## src/rtl/timer_irq.sv

```systemverilog
// timer_irq: 32-bit down-counting timer with one-shot / periodic interrupt, bus-mapped CTRL/PRESET/COUNT.
// Latency: EN set at edge t -> COUNT=PRESET after t+2, irq_flag after t+PRESET+2; rdata is combinational.
// Backpressure: none; bus writes always accepted in the cycle we=1.
// Ports: clk, reset (sync, active-high); addr/we/wdata bus write; rdata read data; irq = irq_flag & IM.
module timer_irq (
  input  logic        clk,
  input  logic        reset,
  input  logic [1:0]  addr,
  input  logic        we,
  input  logic [31:0] wdata,
  output logic [31:0] rdata,
  output logic        irq
);

  typedef enum logic [1:0] {
    ST_IDLE = 2'd0,
    ST_LOAD = 2'd1,
    ST_CNT  = 2'd2,
    ST_INT  = 2'd3
  } state_t;

  state_t      state_q, state_d;
  logic        en_q, en_d;
  logic [1:0]  mode_q, mode_d;
  logic        im_q, im_d;
  logic [31:0] preset_q, preset_d;
  logic [31:0] count_q, count_d;
  logic        flag_q, flag_d;

  logic wr_ctrl;
  logic wr_preset;
  logic periodic;
  logic int_entry;

  assign wr_ctrl   = we && (addr == 2'd0);
  assign wr_preset = we && (addr == 2'd1);
  // Only MODE=1 is periodic; 2 and 3 fall back to one-shot.
  assign periodic  = (mode_q == 2'd1);

  always_comb begin
    state_d   = state_q;
    en_d      = en_q;
    mode_d    = mode_q;
    im_d      = im_q;
    preset_d  = preset_q;
    count_d   = count_q;
    flag_d    = flag_q;
    int_entry = 1'b0;

    case (state_q)
      ST_IDLE: begin
        if (en_q) state_d = ST_LOAD;
      end
      ST_LOAD: begin
        count_d = preset_q;
        state_d = ST_CNT;
      end
      ST_CNT: begin
        if (!en_q) begin
          state_d = ST_IDLE;
        end else if (count_q <= 32'd1) begin
          // Covers PRESET=0 too: it expires on the same cycle as PRESET=1.
          count_d   = 32'd0;
          state_d   = ST_INT;
          int_entry = 1'b1;
        end else begin
          count_d = count_q - 32'd1;
        end
      end
      ST_INT: begin
        state_d = periodic ? ST_LOAD : ST_IDLE;
      end
      default: state_d = ST_IDLE;
    endcase

    // Flag priority, lowest first: bus clear, periodic one-cycle drop, expiry set.
    if (wr_ctrl || wr_preset) flag_d = 1'b0;
    if ((state_q == ST_INT) && periodic) flag_d = 1'b0;
    if (int_entry) flag_d = 1'b1;

    // One-shot expiry disables the timer, but a simultaneous CTRL write wins.
    if (int_entry && !periodic) en_d = 1'b0;
    if (wr_ctrl) begin
      en_d   = wdata[0];
      mode_d = wdata[2:1];
      im_d   = wdata[3];
    end

    if (wr_preset) preset_d = wdata;
  end

  always_ff @(posedge clk) begin
    if (reset) begin
      state_q  <= ST_IDLE;
      en_q     <= 1'b0;
      mode_q   <= 2'd0;
      im_q     <= 1'b0;
      preset_q <= 32'd0;
      count_q  <= 32'd0;
      flag_q   <= 1'b0;
    end else begin
      state_q  <= state_d;
      en_q     <= en_d;
      mode_q   <= mode_d;
      im_q     <= im_d;
      preset_q <= preset_d;
      count_q  <= count_d;
      flag_q   <= flag_d;
    end
  end

  always_comb begin
    rdata = 32'd0;
    case (addr)
      2'd0:    rdata = {28'd0, im_q, mode_q, en_q};
      2'd1:    rdata = preset_q;
      2'd2:    rdata = count_q;
      default: rdata = 32'd0;
    endcase
  end

  assign irq = flag_q & im_q;

endmodule

```

## config.mk

```make
export PLATFORM = sky130hd
export DESIGN_NAME = timer_irq
export DESIGN_NICKNAME = d
export VERILOG_FILES = /design/src/rtl/timer_irq.sv
export SDC_FILE = /design/constraint.sdc
export NUM_CORES = 1
export LEC_CHECK = 0
export CORE_ASPECT_RATIO = 1.75
export CORE_MARGIN = 10
export CORE_UTILIZATION = 35
export DETAILED_ROUTE_END_ITERATION = 12
export PLACE_DENSITY = 0.56
export SYNTH_ARGS = -nofsm -noshare
export SYNTH_HDL_FRONTEND = slang
export SYNTH_SLANG_ARGS = --single-unit
```

## constraint.sdc

```tcl
create_clock -name clk -period 4.2 [get_ports clk]
set_input_delay 1.26 -clock clk [delete_from_list [all_inputs] [get_ports clk]]
set_output_delay 1.26 -clock clk [all_outputs]
set_load 0.02 [all_outputs]
```

# [Word level (Yosys, flattened, before mapping)]
# Cells that the tools add are included.
# Widths: inputs -> output; s select.
[word_totals] ff_bits=71 word_cells=49 input_bits=37 output_inout_bits=33
[classes] n_bitwise=1 muxes=17 n_reduce_logical=13 magnitude_cmp=1 add_sub_neg=1 eq_ne=9
[ops] cell="$pmux 32 s3" count=1
[ops] cell="$mux 32" count=2
[ops] cell="$pmux 32 s2" count=1
[ops] cell="$le 32x1->1 const B" count=1
[ops] cell="$sub 32x1->32 const B" count=1
[ops] cell="$mux 1" count=9
[ops] cell="$pmux 2 s4" count=1
[ops] cell="$eq 2x1->1 const B" count=3
[ops] cell="$eq 2x2->1 const B" count=3
[ops] cell="$mux 2" count=3
[ops] cell="$logic_and 1x1->1" count=4
[ops] cell="$logic_not 2->1" count=2
[ops] cell="$ne 2x2->1 const B" count=2
[ops] cell="$reduce_and 2->1" count=2
[ops] cell="$reduce_bool 2->1" count=2
[ops] cell="$ne 3x3->1 const B" count=1
[ops] cell="$reduce_bool 3->1" count=1
[ops] cell="$and 1x1->1" count=1
[ops] cell="$logic_not 1->1" count=1
[ops] cell="$logic_or 1x1->1" count=1

# [Longest topological paths before layout]
[depth] word_depth=7 mapped_depth=8 mapped_depth_nobuf=7

# [Least setup slack after synthesis]
# OpenSTA, ideal clock, no wires.
[synth_path] kind="in2out" startpoint="in addr[1]" endpoint="out rdata[13]" t_required_ps=2940 t_arrival_ps=2520 path_slack_ps=420 stages=5 cell_sequence="clkbuf_1 -> nor2b_1 -> clkbuf_1 -> buf_1 -> a22o_1"
[synth_between] elab_chain_len=2
[synth_lines] item="start, declared" line="8" source="input logic [1:0] addr,"
[synth_lines] item="$eq 2x2->1, or another cell as far along" line="114" source="case (addr)"
[synth_lines] item="$pmux 32 s3 *" line="114"
[synth_lines] item="end, declared" line="11" source="output logic [31:0] rdata,"
# Every way passes the cells marked *; elsewhere a longest branch is shown, timed or not.

# [Worst setup path in the final report]
[layout_path] startpoint="in addr[1]" endpoint="out rdata[30]"
# The elaborated chain is that of the path after synthesis.

==> results summary <==
The minimum setup slack among reg-to-reg paths is around 1.4 ns. Clock tree synthesis selected as its root buffer the cell sky130_fd_sc_hd__clkbuf_16. The maximum fanout encountered on the critical timing path came out at 13. The global-route total usage across every layer is 16.1%.

After layout, the worst path uses 95.1% of the clock period. The final HPWL from detailed placement is approximately 9400 microns. The arrival time at the worst endpoint is around 2.7 ns. The worst hold slack came out at about 0.47 ns.

The setup path with the least slack is of type input pin to primary output. The number of buffers added for setup after CTS is 0. The row count is 52. TritonCTS built the clock tree. The first global-routing pass estimated around 22000 microns of wire. The number of nets in the synthesized netlist is roughly 580. The summed instance area of the synthesized netlist came out at about 4100 sq um. Sequential cells account for 40.6% of the total power. Of all flip-flops after synthesis, the portion carrying an async set or reset was 0%. The worst hold path startpoint is preset_q[23]. Routability-driven placement finished with a final weighted congestion of about 0.85. During I/O placement, the number of pins put on the boundary was 70. 0 antenna diodes ended up in the layout. After technology mapping, the gate count stands at between 500 and 600. The class of the most critical hold timing path is flip-flop to flip-flop. The max-capacitance violation count came out at 0. The share of post-route cells with drive strength above 1 came out at between 6 and 7%. The met2 track demand over resource is 29.0%. The worst path required time came out at between 2 and 3 ns. Entering global routing, the biggest net connects 28 pins.

The global routing met3 resource utilization came out at between 2 and 3%. The layout filler cell count is 1179. The number of antenna violations at the first check in global routing is 0.

The die covers 16500 sq um. For the worst-skew pair, the clock arrives at the later sink with an insertion delay of ~0.34 ns. The detailed-route via count is ~4300. Dividing the detail-routed via count by the number of cells gives approximately 6. The number of distinct library cell variants in the gate-level netlist after synthesis came out at 52. The worst register-to-register path ends at count_q[23]. The clock network power share is around 43%. The final number of max-transition violations was 0.

The worst reg2reg path startpoint is count_q[12]. The via count of the first global-routing pass came to about 4300. Counting flops with a built-in enable in the synthesized netlist gives 0. The actual slew at the worst max-slew pin is approximately 1.1 ns. The DRC violation count after routing came out at 0.

The clock-pin slew on the worst setup and hold paths came out at around 0.05 ns. The clock buffer count from CTS is 9. The first-pass iteration count of the detailed router is 5. Measured along the x axis, the die boundary spans just over 100 microns. For met1 alone, demand over resource in global routing was a little under a fifth. In this run the mean area of a mapped cell was between 7 and 8 sq um.

STA classifies the critical path startpoint as an input pin. The depth of the worst hold-timing path is 2. The most used flip-flop cell after synthesis is sky130_fd_sc_hd__dfxtp_1.

The number of buffers inserted by port buffering is 69. Derived from the worst setup path, the maximum achievable clock frequency is 0.250 GHz. STA classifies the critical path endpoint as a primary output. The final count of negative-setup-slack endpoints came out at 0. The area growth from synthesis to layout is 26.2%. The y dimension of the die came out at 162 microns. The final layout net count is roughly 620. In this run the static leakage power is about 2.0 nW.

The detailed router finished its first iteration with 302 violations. For hold timing, the worst endpoint is preset_q[23]. The switching portion of total power is a little over a quarter. The sequential-to-total area share from yosys stat is between 30% and 40%. The remaining global-route overflow came out at 0. The flow ran to the end, and the final reports show no timing, DRC or antenna violations.

The core outline area is roughly 11000 sq um. In this run the power spent charging and discharging nets is around 0.00048 W. The time the worst path needs with I/O delays and setup is 3.99 ns.

The internal power of the cells totals approximately 0.0013 W. The worst register-to-register path has a depth of 5. The number of warnings issued by yosys is 0. The part of the total power dissipated in combinational logic came out at between 15 and 20%. The post-route core utilization is around 45%. The areal power density over the cells is between 300 and 400 nW/um^2. met2 is the most crowded layer. After synthesis, the cell types taking the most area are sky130_fd_sc_hd__dfxtp_1 (35%), sky130_fd_sc_hd__nand2_1 (8.5%), sky130_fd_sc_hd__a21oi_1 (7.9%), sky130_fd_sc_hd__a22o_1 (6.5%), sky130_fd_sc_hd__o21ai_0 (5.9%). The cell taking the most area after synthesis is sky130_fd_sc_hd__dfxtp_1. The area share of the largest cell type after synthesis came out at 35.1%.

The maximum ir drop on the vdd rail came out at around 0.21 mV. The number of hold-slack violations in the final timing report is 0. The clock net in this run drives a total of roughly 70 sinks. The H-tree generated during clock tree synthesis spans 3 levels.

The maximum buffer depth of the clock tree is 2. Setup repair after global routing left no endpoint under its margin. The sum of routed wire length over all layers is ~13000 microns. The worst max-slew margin expressed relative to the limit came out at around a quarter. In the final routed layout, each cell accounts on average for between 15 and 20 microns. The initial core utilization is 35.4%.

The clock skew came out at around 0.0047 ns. Once detail routing completed, the nets flagged for antenna violations numbered 0. The number of storage elements in the synthesis netlist is 71.
power groups by stage:
stage	sequential, W	clock [W]	combinational, W
after global routing	0.000719	0.000791	0.000314
after detailed placement	0.000730	0	0.000288
after floorplan	0.000719	0	0.000190
final	0.000716	0.000760	0.000287
after global placement	0.000730	0	0.000286
after CTS	0.000715	0.000770	0.000288
cells by family after synthesis:
kind of cell	count (synthesis)	synth area share [%]
flip-flops	71	35.1
XOR/XNOR	4	0.864
AO/OA/AOI/OAI	204	32.9
AND/OR/NAND/NOR	193	23.3
adder cells (fa/ha/maj)	2	0.617
buffers and inverters	56	5.49
multiplexers	7	1.73
per-layer routing:
| metal | part of all wire [%] | vias up |
|---|---|---|
| met3 | 4.6 | 24 |
| met2 | 54 | 113 |
| met4 | 2.2 | 0 |
| met5 | 0 | - |
| li1 | - | 2066 |
| met1 | 40 | 2054 |
flip-flops by register name, indices dropped and copies added (netlist names):
name      count
en_q          1
preset_q     32
count_q      32
mode_q        2
flag_q        1
im_q          1
state_q       2
cell usage in the layout, fill, tap and decap left out, types with 3 or more instances in the layout:
master and count:
sky130_fd_sc_hd__o41ai_1 3, sky130_fd_sc_hd__dlymetal6s2s_1 3, sky130_fd_sc_hd__a211oi_1 24, sky130_fd_sc_hd__dlygate4sd2_1 29
sky130_fd_sc_hd__o31ai_1 6, sky130_fd_sc_hd__nand3_1 7, sky130_fd_sc_hd__nor2b_1 4, sky130_fd_sc_hd__a22o_1 30
sky130_fd_sc_hd__clkinv_2 3, sky130_fd_sc_hd__dfxtp_1 71, sky130_fd_sc_hd__nor3_1 10, sky130_fd_sc_hd__mux2i_1 7
sky130_fd_sc_hd__o211ai_1 3, sky130_fd_sc_hd__clkbuf_16 9, sky130_fd_sc_hd__or4_1 8, sky130_fd_sc_hd__clkdlybuf4s50_1 36
sky130_fd_sc_hd__nor2_1 27, sky130_fd_sc_hd__buf_4 10, sky130_fd_sc_hd__nand4_1 5, sky130_fd_sc_hd__o21ai_0 48
sky130_fd_sc_hd__inv_1 7, sky130_fd_sc_hd__a21o_1 6, sky130_fd_sc_hd__or3_1 7, sky130_fd_sc_hd__nor4_1 10
sky130_fd_sc_hd__nand2_1 92, sky130_fd_sc_hd__o21a_1 3, sky130_fd_sc_hd__a221oi_1 3, sky130_fd_sc_hd__a21oi_1 64
sky130_fd_sc_hd__nand2b_1 5, sky130_fd_sc_hd__xnor2_1 3, sky130_fd_sc_hd__o31a_1 4
through the flow:
step                      instance area [sq um]  instances  total power (W)  worst slack [ns]  TNS [ns]
after floorplan                            4060        537         0.000909             0.420         0
after global placement                     4850        706          0.00102           -0.0973     -1.61
after detailed placement                   4850        706          0.00102            -0.100     -1.66
after CTS                                  5110        722          0.00177          -0.00374  -0.00374
after global routing                       5120        722          0.00182             0.124         0
final                                      5120        722          0.00176             0.207         0
cells in the mapped netlist, types with 7 or more instances:
library cell / number
sky130_fd_sc_hd__a211oi_1: 24
sky130_fd_sc_hd__a21oi_1: 64
sky130_fd_sc_hd__a22o_1: 30
sky130_fd_sc_hd__clkbuf_1: 43
sky130_fd_sc_hd__dfxtp_1: 71
sky130_fd_sc_hd__inv_1: 7
sky130_fd_sc_hd__mux2i_1: 7
sky130_fd_sc_hd__nand2_1: 92
sky130_fd_sc_hd__nand3_1: 7
sky130_fd_sc_hd__nor2_1: 27
sky130_fd_sc_hd__nor3_1: 10
sky130_fd_sc_hd__nor4_1: 10
sky130_fd_sc_hd__o21ai_0: 48
sky130_fd_sc_hd__or3_1: 7
sky130_fd_sc_hd__or4_1: 8
cell type report:
class / instances / area (sq um) / share of cell area [%]
timing repair buffer: 83 / 795 / 15.5
clock buffer: 12 / 246 / 4.82
multi-input combinational: 410 / 2420 / 47.2
sequential: 71 / 1420 / 27.8
tap: 135 / 169 / 3.30
clock inverter: 4 / 45.0 / 0.880
inverter: 7 / 26.3 / 0.513
worst max path at each step:
stage	startpoint	end	slack (ns)	cells after the start
global placement	addr[1]	rdata[31]	-0.1	5
CTS	addr[1]	rdata[1]	-0.004	6
floorplan	addr[1]	rdata[13]	0.42	5
finish	addr[1]	rdata[30]	0.21	5
detailed placement	addr[1]	rdata[31]	-0.10	5
global route	addr[0]	rdata[25]	0.12	6
worst max-delay path: stages:
cell and delay (ns):
sky130_fd_sc_hd__clkdlybuf4s50_1 0.54, sky130_fd_sc_hd__nor2b_2 0.21, sky130_fd_sc_hd__buf_4 0.22, sky130_fd_sc_hd__a22o_1 0.16, sky130_fd_sc_hd__dlygate4sd2_1 0.34
timing repair:
action / CTS / global route
resized for setup: 31 / 3
cloned: 0 / 0
setup endpoints to repair: 29 / 3
hold buffers: 0 / 0
No activity file was read; power rests on OpenSTA's default activity.
